--- config.mk ---
export PLATFORM = sky130hd
export DESIGN_NAME = pipereg_skid
export DESIGN_NICKNAME = d
export VERILOG_FILES = /design/src/rtl/pipereg_skid.sv
export SDC_FILE = /design/constraint.sdc
export NUM_CORES = 1
export LEC_CHECK = 0
export CORE_ASPECT_RATIO = 0.5
export CORE_MARGIN = 2
export CORE_UTILIZATION = 40
export DETAILED_ROUTE_END_ITERATION = 6
export GPL_TIMING_DRIVEN = 0
export PLACE_DENSITY = 0.68
export SLEW_MARGIN = 10
export SYNTH_ARGS = -nofsm -noshare
export SYNTH_HDL_FRONTEND = slang
export SYNTH_SLANG_ARGS = --single-unit
--- constraint.sdc ---
create_clock -name clk -period 3.3 [get_ports clk]
set_clock_uncertainty 0.15 [all_clocks]
set_input_delay 0.495 -clock clk [delete_from_list [all_inputs] [get_ports clk]]
set_output_delay 0.495 -clock clk [all_outputs]
set_load 0.005 [all_outputs]
--- src/rtl/pipereg_skid.sv ---
// ---------------------------------------------------------------------------
// pipereg_skid
//
// Pipeline stage register with a valid/ready handshake and a 2-entry skid
// buffer. It replaces the fixed IF/ID, ID/EXE, ... stage registers of the
// RV32IMC core. It adds back-pressure at full throughput, and in_ready is
// driven straight from a flop, so there is no combinational path from
// out_ready to in_ready.
//
// Parameters
//   DATA_W     width of the packed stage payload
//   CNT_W      stall-counter width (used only with PIPEREG_STALL_CNT_EN)
//
// Ports
//   clk        clock, all state updates on posedge
//   nrst       synchronous active-low reset
//   flush      synchronous squash of all held entries (inserts a zero bubble)
//   in_valid   upstream payload valid
//   in_ready   stage can accept (registered)
//   in_data    upstream payload
//   out_valid  downstream payload valid
//   out_ready  downstream accepts
//   out_data   downstream payload (all zero while out_valid = 0)
//   stall_cnt  saturating count of stalled cycles (PIPEREG_STALL_CNT_EN only)
//
// Configuration
//   PIPEREG_STALL_CNT_EN : when defined, adds the stall_cnt port and counter.
//                          The handshake path is the same in both builds.
// ---------------------------------------------------------------------------
module pipereg_skid #(
  parameter int unsigned DATA_W = 96,
  parameter int unsigned CNT_W  = 32
) (
  input  logic              clk,
  input  logic              nrst,
  input  logic              flush,
  input  logic              in_valid,
  output logic              in_ready,
  input  logic [DATA_W-1:0] in_data,
  output logic              out_valid,
  input  logic              out_ready,
  output logic [DATA_W-1:0] out_data
`ifdef PIPEREG_STALL_CNT_EN
  ,
  output logic [CNT_W-1:0]  stall_cnt
`endif
);

  // Elaboration-time sanity checks on the configuration.
  if (DATA_W < 1) begin : g_bad_data_w
    $error("pipereg_skid: DATA_W must be at least 1");
  end
  if (CNT_W < 1) begin : g_bad_cnt_w
    $error("pipereg_skid: CNT_W must be at least 1");
  end

  // Occupancy is fully defined by the two valid bits. The value "skid only"
  // cannot be reached, because the skid slot fills only while main is valid.
  typedef enum logic [1:0] {
    OCC_EMPTY = 2'd0,
    OCC_ONE   = 2'd1,
    OCC_FULL  = 2'd2
  } occ_e;

  logic              m_v;
  logic [DATA_W-1:0] m_d;
  logic              s_v;
  logic [DATA_W-1:0] s_d;

  occ_e occ;
  logic in_fire;
  logic out_fire;

  assign out_valid = m_v;
  assign out_data  = m_d;
  assign in_ready  = ~s_v;

  assign in_fire  = in_valid & in_ready;
  assign out_fire = m_v & out_ready;

  always_comb begin
    occ = OCC_EMPTY;
    if (s_v)      occ = OCC_FULL;
    else if (m_v) occ = OCC_ONE;
  end

  // Data registers are cleared whenever their slot goes invalid. This keeps
  // out_data at zero (a NOP bubble) without an output mux.
  always_ff @(posedge clk) begin
    if (!nrst || flush) begin
      m_v <= 1'b0;
      m_d <= '0;
      s_v <= 1'b0;
      s_d <= '0;
    end else begin
      unique case (occ)
        OCC_FULL: begin
          // in_ready is low here, so upstream cannot fire. Only the drain
          // from skid into main can happen.
          if (out_fire) begin
            m_v <= 1'b1;
            m_d <= s_d;
            s_v <= 1'b0;
            s_d <= '0;
          end
        end
        OCC_ONE: begin
          if (out_fire) begin
            if (in_fire) begin
              m_v <= 1'b1;
              m_d <= in_data;
            end else begin
              m_v <= 1'b0;
              m_d <= '0;
            end
          end else if (in_fire) begin
            // The downstream stage is stalled, so the new beat goes into skid.
            s_v <= 1'b1;
            s_d <= in_data;
          end
        end
        default: begin
          if (in_fire) begin
            m_v <= 1'b1;
            m_d <= in_data;
          end else begin
            m_v <= 1'b0;
            m_d <= '0;
          end
        end
      endcase
    end
  end

`ifdef PIPEREG_STALL_CNT_EN
  // Counts cycles in which a valid beat waits on downstream. Flush does not
  // clear it, so stalls stay visible across pipeline squashes.
  always_ff @(posedge clk) begin
    if (!nrst) begin
      stall_cnt <= '0;
    end else if (m_v && !out_ready && (stall_cnt != '1)) begin
      stall_cnt <= stall_cnt + CNT_W'(1);
    end
  end
`endif

endmodule

### After elaboration in Yosys (flattened, before gate mapping)

Cells that the tools add are included.

* register bits after elaboration: 194
* bits of input ports: 101
* output and inout bits: 98
* word-level logic and storage cells: 36

* equal/unequal tests: 6
* multiplexer cells: 18
* bitwise operators: 3
* reduce and logical (&&, ||, !) cells: 5

Operators with widths (number)
* $mux 96: 6
* $pmux 96 s2: 2
* $ne 2x2->1 const B: 4
* $mux 1: 7
* $pmux 1 s2: 2
* $reduce_and 4->1: 1
* $and 1x1->1: 2
* $eq 2x1->1 const B: 1
* $eq 2x2->1 const B: 1
* $mux 2: 1
* $reduce_and 2->1: 1
* $reduce_bool 2->1: 1
* $logic_not 1->1: 1
* $logic_or 1x1->1: 1
* $not 1->1: 1

### Longest topological paths before layout

* depth after elaboration: 5
* mapped depth: 6
* gate-level depth less buffers: 3

### Worst setup path after synthesis

Ideal clock, no wire load.

* kind: input port to flip-flop
* start point: input port in_valid
* end point: register s_d[45]
* setup time: 0.117 ns
* arrival: 1.426 ns
* data required time: 3.033 ns
* setup slack: 1.607 ns
* stages: 6
* path buffers: 3
* cells stage by stage: buf_4 nand2b_4 o211a_4 buf_6 buf_6 a22o_1

* word-level cells in the longest chain between the ends: 3

RTL lines
* from (decl): line 37 `input logic in_valid,`
* $and 1x1->1: line 78 `assign in_fire = in_valid & in_ready;`
* $ne 2x2->1 (no source line)
* $reduce_and 4->1 (no source line)
* to (signal assigned): line 119 `s_d <= in_data;`
* to (decl): line 68 `logic [DATA_W-1:0] s_d;`

Every way passes these cells.
A chain may end at the register's enable or synchronous reset.

### Final worst setup path

* start point: register s_v
* end point: output port in_ready

* word-level cells in the longest chain between the ends: 1

RTL lines
* from (decl): line 67 `logic s_v;`
* from (signal assigned): line 93 `s_v <= 1'b0;`
* from (signal assigned): line 103 `s_v <= 1'b0;`
* from (signal assigned): line 118 `s_v <= 1'b1;`
* $not 1->1: line 76 `assign in_ready = ~s_v;`
* to (decl): line 38 `output logic in_ready,`

Every way passes these cells.

==> results.md <==
- Die width: between 200 and 250 µm
- Seq cells post-synth: 194
- Multi-input gate area: a little over 0.003 mm²
- Worst EP arrival: roughly 1.6 ns
- Hold WS: roughly 0.3 ns
- Via count: 6,584
- DRC violations left: 0
- Largest net degree at the start of global routing: 18
- DRT iter0 DRCs: 298
- ANT nets after route: 0
- Routed len/inst: 17.3 µm
- Worst VDD drop: approximately 0.00035 V
- Post-synth EDFFs: 0
- Root Buffer: clkbuf_16
- Crit Path Max Fanout: 9
- Hold Path End: out_data[65]$_SDFFE_PP0P_
- R2R depth: 6
- # Post-CTS Setup Buffers: 0
- Boundary Pins: 199
- Grt met1 use: 0.287
- Delay-heaviest family, CP: buffers and inverters
- Reg-to-reg endpoint: out_data[50]$_SDFFE_PP0P_
- Vias in the first global route: around 6,500
- Fin. Hold Viols: 0
- Max Freq: about 450 MHz
- Crit. End Element: primary output
- M3 GR Usage: 0.0338
- CP cell instances: buf_2 > inv_1 > clkdlybuf4s50_1
- Max_cap viols: 0
- RSZ-0062 raised after global routing: false
- Critical path class: register to primary output
- Pwr Density: 471 mW/mm²
- Worst EP required: 2.65 ns
- Placed Instances: between 1,000 and 1,500
- Max-slew headroom: 0.591
- Synthesized area per cell: 9.99 µm²
- Fin crit share: 0.676
- Ant diodes: 0
- Grt peak-use layer: met2
- Register area share after synthesis: 0.505
- Final-stage net count: approximately 1,100
- Syn_nets: approximately 870
- Max Root-Sink Buffers: 2
- Hold crit path type: register to register
- Initial antenna violation count: 0
- Slowest CP cell: clkdlybuf4s50_1
- H-tree depth: 4
- Final setup viols: 0
- CORE AREA: 0.0186 mm²
- Most common cell after layout, fill and taps aside: clkdlybuf4s50_1
- Lkg Pwr: between 3 and 4 nW
- First-pass GRT wire length: 34.4 mm
- Post-cts hold buffer count: 0
- # fillers: 1,672
- Ys async rst share: 0
- Initial core utilization: 0.414
- Hold Path Stages: 2
- Run status: completed
- Vias per cell: around 5.2
- Worst Setup SP: s_v$_SDFFE_PP0P_
- CTS sink cnt: 194
- Most used DFF post-synth: dfxtp_1
- Synth cell types: 29
- TritonCTS clock tree: built
- Non-Filler Instances: 1,258
- Worst-path clk slew: around 0.070 ns
- Min Tclk post-route: 2.23 ns
- Layout cells sized above 1: 0.130
- Synth-to-Final Area Change: 37.2%
- Worst R2R Setup Slack: about 1.4 ns
- Type of origin of the critical path: register
- Hold_sp: out_data[65]$_SDFFE_PP0P_
- Pins Over Slew Limit: 0
- Die area: roughly 0.020 mm²
- Register area: roughly 0.0039 mm²
- Die height: between 100 and 150 µm
- Worst slew pin tran: about 0.61 ns
- GRT Overall Usage: 0.210
- Setup TNS: 0 ns
- Global placement routability congestion: 0.777
- Total Wirelength: 21.7 mm
- Port-buffer cells: around 200
- Ys Warns: 0
- Crit path buf inv count: 3
- Most frequent cells in the layout: clkdlybuf4s50_1 (197), dfxtp_1 (194), inv_1 (97), o21ai_0 (97), nand2_1 (97)
- Crit path largest cell delay: between 0.5 and 0.6 ns
- Met2 Use GR: 0.346
- TritonCTS Buffers: 17
- Skew-Pair Late Insertion Delay: 0.42 ns
- First-pass DRT Iterations: 4
- Detail Placement HPWL: between 15 and 20 mm
- Gate Count Post-Synth: 770
- Gr ovfl total: 0
- Num rows: 35
- Overall Power: ~0.0050 W
- Mapped Area: about 0.0077 mm²
- Reg2reg start: out_valid$_SDFFE_PP0P_
- Final design utilization: 0.567
- Resized cells post-CTS: 0
## how the worst max path moves through the flow
stage | slack (ns) | end | cells past startpoint
finish | 1.07 | in_ready | 3
global route | 0.95 | out_data[44]$_SDFFE_PP0P_ | 7
CTS | 1.05 | in_ready | 3
detailed placement | 0.70 | out_data[29]$_SDFFE_PP0P_ | 7
global placement | 0.75 | out_data[31]$_SDFFE_PP0P_ | 7
floorplan | 1.61 | s_d[45]$_SDFFE_PP0P_ | 6
## synthesized netlist by cell type, types with 2 or more instances
master	number	area [µm²]
a21oi_1	2	10.0
a221oi_1	45	394
o21ai_0	97	485
nand2b_4	2	27.5
nand2_1	97	364
nand2b_1	2	12.5
buf_4	8	60.1
dfxtp_1	194	3880
a221oi_2	50	751
clkbuf_1	31	116
inv_1	97	364
a22o_1	95	832
buf_6	13	146
a211oi_1	3	22.5
buf_1	2	7.51
buf_2	19	95.1
## power by group
part	switching, W	total (W)	internal [W]	leakage [nW]
logic	0.000254	0.000524	0.000271	1.89
registers	0.0000284	0.00242	0.00239	1.57
clock network	0.000959	0.00203	0.00108	0.277
total	0.00124	0.00498	0.00374	3.74
## flip-flops by register name, summed over array words and instances (netlist names)
name       cells
out_valid      1
s_d           96
out_data      96
s_v            1
## per-layer routing
metal	wire length (µm)	up-vias	share of wire
met2	9990	126	0.46
met3	728	23	0.034
li1	-	3210	-
met1	10700	3225	0.49
met5	0	-	0
met4	341	0	0.016
## kinds of logic (layout without fill, tap and decap cells)
family	count (synthesis)	count (layout)	share of synthesized area
compound gates	298	298	0.332
buf+inv	171	400	0.103
flops	194	194	0.505
simple gates	107	107	0.0605
## stage by stage
stage,cell area [µm²],worst slack [ns]
after floorplan,7700,1.61
final,10600,1.07
after detailed placement,9990,0.697
after CTS,10600,1.05
after global routing,10600,0.948
after global placement,9990,0.748
## tightest hold or removal path, stage by stage, from the launching register on
cell	delay (ns)
dfxtp_1	0.31
inv_1	0.05
a211oi_1	0.05
## final cells by class
type | instances | area share
flip-flops and latches | 194 | 0.368
multi-input cells | 405 | 0.286
repair buffers | 197 | 0.187
clock buffers | 18 | 0.0416
plain buffers | 74 | 0.0408
inverters | 97 | 0.0345
well taps | 259 | 0.0307
clock inverters | 14 | 0.0123
Note: power is estimated with default switching activity, not from simulation.
